===== src/rtl/traffic_pkg.sv =====
// Shared types and constants for the traffic countdown controller:
// phase enumeration, lamp encodings, default durations and display width.
package traffic_pkg;

  localparam int COUNT_W = 5;

  localparam int DEF_CLK_HZ         = 50_000_000;
  localparam int DEF_MAIN_GREEN     = 25;
  localparam int DEF_MAIN_YELLOW    = 5;
  localparam int DEF_COUNTRY_GREEN  = 20;
  localparam int DEF_COUNTRY_YELLOW = 5;

  localparam logic [2:0] LAMP_R = 3'b100;
  localparam logic [2:0] LAMP_Y = 3'b010;
  localparam logic [2:0] LAMP_G = 3'b001;

  typedef enum logic [1:0] {
    S_MG = 2'd0,
    S_MY = 2'd1,
    S_CG = 2'd2,
    S_CY = 2'd3
  } state_t;

  // Lamp pattern for a phase, packed as {main, country}.
  function automatic logic [5:0] phase_lamps(input state_t s);
    case (s)
      S_MG:    phase_lamps = {LAMP_G, LAMP_R};
      S_MY:    phase_lamps = {LAMP_Y, LAMP_R};
      S_CG:    phase_lamps = {LAMP_R, LAMP_G};
      S_CY:    phase_lamps = {LAMP_R, LAMP_Y};
      default: phase_lamps = {LAMP_G, LAMP_R};
    endcase
  endfunction

endpackage


===== src/rtl/second_tick_gen.sv =====
// One-second prescaler: produces a single-cycle tick on the last count of
// each second and a registered blink flag that is high for the first half.
module second_tick_gen #(
  parameter int CLK_HZ = 50_000_000
) (
  input  logic CLK,
  input  logic RET,
  input  logic EN,
  output logic o_tick,
  output logic o_c
);

  localparam int CNT_W = $clog2(CLK_HZ);
  localparam logic [CNT_W-1:0] LAST = CNT_W'(CLK_HZ - 1);
  localparam logic [CNT_W-1:0] HALF = CNT_W'(CLK_HZ / 2);

  logic [CNT_W-1:0] r_cnt;
  logic [CNT_W-1:0] w_cnt_nxt;
  logic             r_c;

  always_comb begin
    w_cnt_nxt = (r_cnt == LAST) ? '0 : r_cnt + CNT_W'(1);
  end

  assign o_tick = EN && (r_cnt == LAST);
  assign o_c    = r_c;

  // C is computed from the next count so it always matches the count it sits beside.
  always_ff @(posedge CLK or negedge RET) begin
    if (!RET) begin
      r_cnt <= '0;
      r_c   <= 1'b1;
    end else if (EN) begin
      r_cnt <= w_cnt_nxt;
      r_c   <= (w_cnt_nxt < HALF);
    end
  end

endmodule


===== src/rtl/traffic_countdown_ctrl.sv =====
// Four-phase main/country traffic light sequencer with per-road 1 Hz countdowns.
// Optional macro COUNTRY_SENSOR_EN adds CarSense: main green repeats while no car waits.
module traffic_countdown_ctrl
  import traffic_pkg::*;
#(
  parameter int CLK_HZ         = DEF_CLK_HZ,
  parameter int MAIN_GREEN     = DEF_MAIN_GREEN,
  parameter int MAIN_YELLOW    = DEF_MAIN_YELLOW,
  parameter int COUNTRY_GREEN  = DEF_COUNTRY_GREEN,
  parameter int COUNTRY_YELLOW = DEF_COUNTRY_YELLOW
) (
  input  logic               CLK,
  input  logic               RET,
  input  logic               EN,
`ifdef COUNTRY_SENSOR_EN
  input  logic               CarSense,
`endif
  output logic [2:0]         MainLight,
  output logic [2:0]         CountryLight,
  output logic [COUNT_W-1:0] MainCountdown,
  output logic [COUNT_W-1:0] CountryCountdown,
  output logic               C
);

  if (CLK_HZ < 2 || (CLK_HZ % 2) != 0) begin : g_bad_clk
    $error("CLK_HZ must be even and at least 2");
  end
  if (MAIN_GREEN < 1 || MAIN_YELLOW < 1 || COUNTRY_GREEN < 1 || COUNTRY_YELLOW < 1) begin : g_bad_dur
    $error("every duration must be at least 1 second");
  end
  if (MAIN_GREEN + MAIN_YELLOW > 30 || COUNTRY_GREEN + COUNTRY_YELLOW > 30) begin : g_bad_range
    $error("per-road green+yellow must fit the 30 s display range");
  end

  localparam logic [COUNT_W-1:0] MG_CNT  = COUNT_W'(MAIN_GREEN);
  localparam logic [COUNT_W-1:0] MY_CNT  = COUNT_W'(MAIN_YELLOW);
  localparam logic [COUNT_W-1:0] CG_CNT  = COUNT_W'(COUNTRY_GREEN);
  localparam logic [COUNT_W-1:0] CY_CNT  = COUNT_W'(COUNTRY_YELLOW);
  localparam logic [COUNT_W-1:0] M_TOTAL = COUNT_W'(MAIN_GREEN + MAIN_YELLOW);
  localparam logic [COUNT_W-1:0] C_TOTAL = COUNT_W'(COUNTRY_GREEN + COUNTRY_YELLOW);
  localparam logic [COUNT_W-1:0] ONE     = COUNT_W'(1);

  logic               w_tick;
  logic               w_c;
  logic               w_car;
  state_t             r_state;
  state_t             w_state_nxt;
  logic [COUNT_W-1:0] r_main_cd;
  logic [COUNT_W-1:0] r_cty_cd;
  logic [COUNT_W-1:0] w_main_nxt;
  logic [COUNT_W-1:0] w_cty_nxt;
  logic [2:0]         r_main_lamp;
  logic [2:0]         r_cty_lamp;
  logic [5:0]         w_lamps_nxt;

`ifdef COUNTRY_SENSOR_EN
  assign w_car = CarSense;
`else
  assign w_car = 1'b1;
`endif

  second_tick_gen #(
    .CLK_HZ (CLK_HZ)
  ) u_tick (
    .CLK    (CLK),
    .RET    (RET),
    .EN     (EN),
    .o_tick (w_tick),
    .o_c    (w_c)
  );

  always_comb begin
    w_state_nxt = r_state;
    w_main_nxt  = r_main_cd;
    w_cty_nxt   = r_cty_cd;
    if (w_tick) begin
      case (r_state)
        S_MG: begin
          if (r_main_cd == ONE && w_car) begin
            w_state_nxt = S_MY;
            w_main_nxt  = MY_CNT;
            w_cty_nxt   = r_cty_cd - ONE;
          end else if (r_main_cd == ONE) begin
            // No car waiting on the country road: restart main green.
            w_main_nxt = MG_CNT;
            w_cty_nxt  = M_TOTAL;
          end else begin
            w_main_nxt = r_main_cd - ONE;
            w_cty_nxt  = r_cty_cd - ONE;
          end
        end
        S_MY: begin
          if (r_main_cd == ONE) begin
            w_state_nxt = S_CG;
            w_main_nxt  = C_TOTAL;
            w_cty_nxt   = CG_CNT;
          end else begin
            w_main_nxt = r_main_cd - ONE;
            w_cty_nxt  = r_cty_cd - ONE;
          end
        end
        S_CG: begin
          if (r_cty_cd == ONE) begin
            w_state_nxt = S_CY;
            w_main_nxt  = r_main_cd - ONE;
            w_cty_nxt   = CY_CNT;
          end else begin
            w_main_nxt = r_main_cd - ONE;
            w_cty_nxt  = r_cty_cd - ONE;
          end
        end
        S_CY: begin
          if (r_cty_cd == ONE) begin
            w_state_nxt = S_MG;
            w_main_nxt  = MG_CNT;
            w_cty_nxt   = M_TOTAL;
          end else begin
            w_main_nxt = r_main_cd - ONE;
            w_cty_nxt  = r_cty_cd - ONE;
          end
        end
        default: begin
          w_state_nxt = S_MG;
          w_main_nxt  = MG_CNT;
          w_cty_nxt   = M_TOTAL;
        end
      endcase
    end
  end

  assign w_lamps_nxt = phase_lamps(w_state_nxt);

  always_ff @(posedge CLK or negedge RET) begin
    if (!RET) begin
      r_state     <= S_MG;
      r_main_cd   <= MG_CNT;
      r_cty_cd    <= M_TOTAL;
      r_main_lamp <= LAMP_G;
      r_cty_lamp  <= LAMP_R;
    end else begin
      r_state     <= w_state_nxt;
      r_main_cd   <= w_main_nxt;
      r_cty_cd    <= w_cty_nxt;
      r_main_lamp <= w_lamps_nxt[5:3];
      r_cty_lamp  <= w_lamps_nxt[2:0];
    end
  end

  assign MainLight        = r_main_lamp;
  assign CountryLight     = r_cty_lamp;
  assign MainCountdown    = r_main_cd;
  assign CountryCountdown = r_cty_cd;
  assign C                = w_c;

endmodule


===== config.mk =====
export PLATFORM = sky130hd
export DESIGN_NAME = traffic_countdown_ctrl
export DESIGN_NICKNAME = d
export VERILOG_FILES = /design/src/rtl/traffic_pkg.sv /design/src/rtl/second_tick_gen.sv /design/src/rtl/traffic_countdown_ctrl.sv
export SDC_FILE = /design/constraint.sdc
export NUM_CORES = 1
export LEC_CHECK = 0
export ABC_AREA = 1
export BUFFER_PORTS_ARGS = -buffer_cell sky130_fd_sc_hd__buf_4
export CORE_ASPECT_RATIO = 1.2
export CORE_MARGIN = 8
export CORE_UTILIZATION = 58
export DETAILED_ROUTE_END_ITERATION = 8
export GPL_ROUTABILITY_DRIVEN = 0
export PLACE_DENSITY_LB_ADDON = 0.15
export SLEW_MARGIN = 20
export SYNTH_ARGS = -nofsm -noshare
export SYNTH_HDL_FRONTEND = slang
export SYNTH_HIERARCHICAL = 1
export SYNTH_SLANG_ARGS = --single-unit

===== constraint.sdc =====
create_clock -name CLK -period 2.6 [get_ports CLK]
set_input_delay 0.39 -clock CLK [delete_from_list [all_inputs] [get_ports CLK]]
set_output_delay 0.39 -clock CLK [all_outputs]
set_load 0.05 [all_outputs]

==> run summary <==
The flow ran to the end, and the final reports show no timing, DRC or antenna violations. On the final layout, the worst hold slack is 0.0736 ns. The number of slew-limit violations in the final report was 0.

The mean area per synthesized cell came out at 6.69 um^2. TritonCTS built the clock tree. The logs give 146 for the first-iteration detailed-routing DRC count and 0 for the number of buffers inserted to repair setup after CTS. Final worst setup slack: 0.441 ns.

The tools report the number of detailed-routing iterations run before antenna repair as 4. During I/O placement, the number of pins put on the boundary was 20. For the worst setup path, the data arrival time is 2.37 ns. Power spread over the standard cell area amounts to 573 nW/um^2. In the layout the commonest cells are 142 x nand2_1, 74 x nor2_1, 55 x inv_1. For the utilization after layout, the log shows 0.652. Vertical die dimension: 96.2 um. The clock-pin slew reported for the worst setup and hold paths after clock tree synthesis is 0.09 ns. The run gives 29 as the row count.

The relative slew slack was 0.577. The core region is 5230 um^2. The mapped netlist covers 3110 um^2. For the overall fraction of global-route tracks in use, the log shows 0.211. For this block, the routed nets add up to 7470 um of wire. The run gives 0.239 as the proportion of power drawn by combinational gates.

After detailed routing, the number of remaining DRC violations is 0. At the pin with the least slew margin, the transition time is 0.634 ns. The fraction of power consumed by the clock network is 0.278. The tools report the minimum setup slack among reg-to-reg paths as 0.44 ns. The number of filler instances in the final layout was 483. The count of nets left with antenna violations once routing finished came out at 0. The worst setup path is launched from a register.

The synthesized net count is 472. For the count of unique library cells instantiated by Yosys, the log shows 34. Clock tree synthesis selected as its root buffer the cell clkbuf_8. The class of the tightest hold or removal check was primary input to async pin. Adding up every negative setup slack in the final design gives 0 ns. The startpoint identified for the worst register-to-register timing path is u_tick/r_cnt[0]$_DFFE_PN0P_. The number of levels the H-tree was split into is 2. The die covers 7960 um^2. The setup-violating endpoint count in the final report is 0. Sorting the synthesized cells by area gives the leading types as dfrtp_1 28%, nand2_1 17%, nor2_1 8.9%.

The maximum number of pins on one net before global-route repair is 46, and the per-cell via count in the routed design is 5.39. The most critical setup path has its endpoint at MainCountdown[2]$_DFFE_PN0P_. The instance area at placement was 3290 um^2. Post-synthesis register bit count: 45. The number of gates resized after CTS is 0, and the count of input and output buffers is 19. Timing analysis after detailed placement gives a worst setup slack of 0.486 ns. Internal power comes to 1.25 mW. Number of cells produced by synthesis: 464.

Static timing analysis puts the maximum clock frequency at 0.463 GHz. From synthesis to final layout, the design area changed by 9.67%. The routed layout has 2945 vias.

The clock reaches the later pin of the worst-skew pair after 0.30 ns. Summed over all nets, the half-perimeter wirelength after detailed placement is 5730 um. Setup repair after global routing left no endpoint under its margin. Walking the worst path, the cells encountered are ha_1 > nand3_1 > nor2_1 > nand2_1 > inv_1 > nand2_1 > nor2_1 > buf_4 > nand3_1 > o21ai_0. The part of the power in registers was 0.483; the fraction of the yosys area taken by sequential cells was 0.367. The library cell used most frequently in the layout, excluding fill and tap cells, is nand2_1. The max-capacitance violation count is 0, and the maximum single-stage delay on the critical path is 0.41 ns. The biggest area contributor in the post-synthesis netlist is dfrtp_1.

In this run the number of cells on the critical path is 10. Summed over all nets, the switching power comes to 699 uW. The final layout contains 491 nets. The fraction of layout instances using a drive strength above 1 is 0.149. The slowest stage of the critical path is the dfrtp_1 cell. Top-area cell type share of the netlist area: 0.282.

The tools report the capture instance of the worst register-to-register path as MainCountdown[2]$_DFFE_PN0P_. Gate family responsible for the most delay along the worst path: simple AND/OR/NAND/NOR gates. For this design, the sink count on the clock tree is 45. The worst vdd rail ir drop is 384 uV. For the starting utilization of the core area, the log shows 0.594.

Dividing the detail-routed wire length by the instance count gives 13.7 um. Along the worst path, the maximum fanout reaches 18. Data on the critical path is required at its endpoint by 2.82 ns.

The tools report the TritonCTS buffer count as 5. By startpoint and endpoint, the worst setup path is classified as register to register. Switching power as a share of total power: 0.359.

The launching element of the worst setup path is u_tick/r_cnt[0]$_DFFE_PN0P_. The clock tree skew after final layout is 0.00414 ns. For this run the aggregate overflow at the end of global routing stands at 0. The tools report the kind of end point of the critical path as a register.

For the summed area of non-filler cells in the final layout, the log shows 3410 um^2. The repair_antennas step left the layout with diodes totalling 0. Together, buffers and inverters on the worst path number 2. Counting cells, the worst reg-to-reg path comes to 10.

The analysis attributes to cell leakage a power of 1.68 nW. The tools report the global-route wire length before repair as 13100 um. Number of antenna violations at the first check in global routing: 0.

For the via count of the first global-routing pass, the log shows 2982. For the finished layout, the period the worst path requires is 2.16 ns. Measured along the x axis, the die boundary spans 82.8 um. The logs give 0 for the number of failing hold endpoints at the final stage and 0 for the hold-fix buffer count after cts. The Yosys step of the flow raised 6 warnings. The final clock period utilization by the worst path was 0.831; the buffer levels on the longest clock path was 2.
-- how the worst min path moves through the flow --
stage,startpoint,slack (ns),cells after the start,endpoint
after global placement,RET,0.42,1,u_tick/r_cnt[11]$_DFFE_PN0P_
after global routing,RET,0.12,1,u_tick/r_cnt[18]$_DFFE_PN0P_
after CTS,RET,0.10,1,u_tick/r_cnt[15]$_DFFE_PN0P_
after floorplan,RET,0.09,0,CountryCountdown[0]$_DFFE_PN0P_
final,RET,0.07,1,u_tick/r_cnt[10]$_DFFE_PN0P_
after detailed placement,RET,0.43,1,u_tick/r_cnt[10]$_DFFE_PN0P_
-- cells by family (layout without fill, tap and decap cells) --
logic type	after synthesis	after routing	synth area share
adder cells (fa/ha/maj)	5	5	0.0201
XOR/XNOR	6	6	0.0193
buffers and inverters	67	87	0.0838
AND/OR/NAND/NOR	300	300	0.438
AO/OA/AOI/OAI	41	41	0.0721
flip-flops	45	45	0.367
-- power groups by stage --
stage / clock [mW] / sequential, mW / combinational (mW)
floorplan: 0 / 0.942 / 0.341
global placement: 0 / 0.949 / 0.453
detailed placement: 0 / 0.952 / 0.463
CTS: 0.555 / 0.939 / 0.467
global route: 0.583 / 0.962 / 0.537
finish: 0.543 / 0.942 / 0.465
-- worst reg2reg max path, cell delays in order, from the launching register on --
cell and delay, ns:
dfrtp_1 0.41, ha_1 0.21, nand3_1 0.11, nor2_1 0.30, nand2_1 0.14, inv_1 0.09
nand2_1 0.10, nor2_1 0.13, buf_4 0.25, nand3_1 0.15, o21ai_0 0.19
-- flip-flops by register name, indices dropped and copies added, names as in the netlist --
register	cells
CountryLight	3
MainCountdown	5
MainLight	3
u_tick/r_cnt	26
r_state	2
CountryCountdown	5
u_tick/o_c	1
-- Yosys cell counts --
master           n
a21boi_0         1
a21o_1           1
a21oi_1          8
and2_1           1
buf_2            3
clkbuf_1         4
dfrtp_1         35
dfstp_2         10
dlygate4sd1_1    1
ha_1             5
inv_1           55
inv_2            4
nand2_1        142
nand2_2          6
nand2_4          2
nand3_1         37
nand3_2          2
nand4_1         15
nand4_4          1
nor2_1          74
nor2_2          11
nor2_4           5
nor2_8           1
nor3_1           1
o21a_1           1
o21ai_0         24
o21ai_2          1
o21bai_1         1
o22ai_1          4
or2_2            1
or3_1            1
xnor2_1          2
xor2_1           3
xor2_2           1
-- metrics by stage --
stage	power, mW	std cells
floorplan	1.28	464
global placement	1.40	538
detailed placement	1.41	538
CTS	1.96	546
global route	2.08	546
finish	1.95	546
-- layer usage --
metal,up-vias,wire length [um],GRT usage
li1,1501,-,-
met1,1355,3160,0.238
met2,64,3800,0.368
met3,25,211,0.0393
met4,0,297,0.107
met5,-,0,0
-- layout make-up --
type	count	area, um^2	share of cell area
clock inverters	2	38.8	0.0114
inverters	59	221	0.0650
flip-flops and latches	45	1140	0.334
well taps	62	77.6	0.0228
clock buffers	6	72.6	0.0213
multi-input cells	352	1710	0.501
repair buffers	20	150	0.0441
Power figures use the tool's default switching activity.
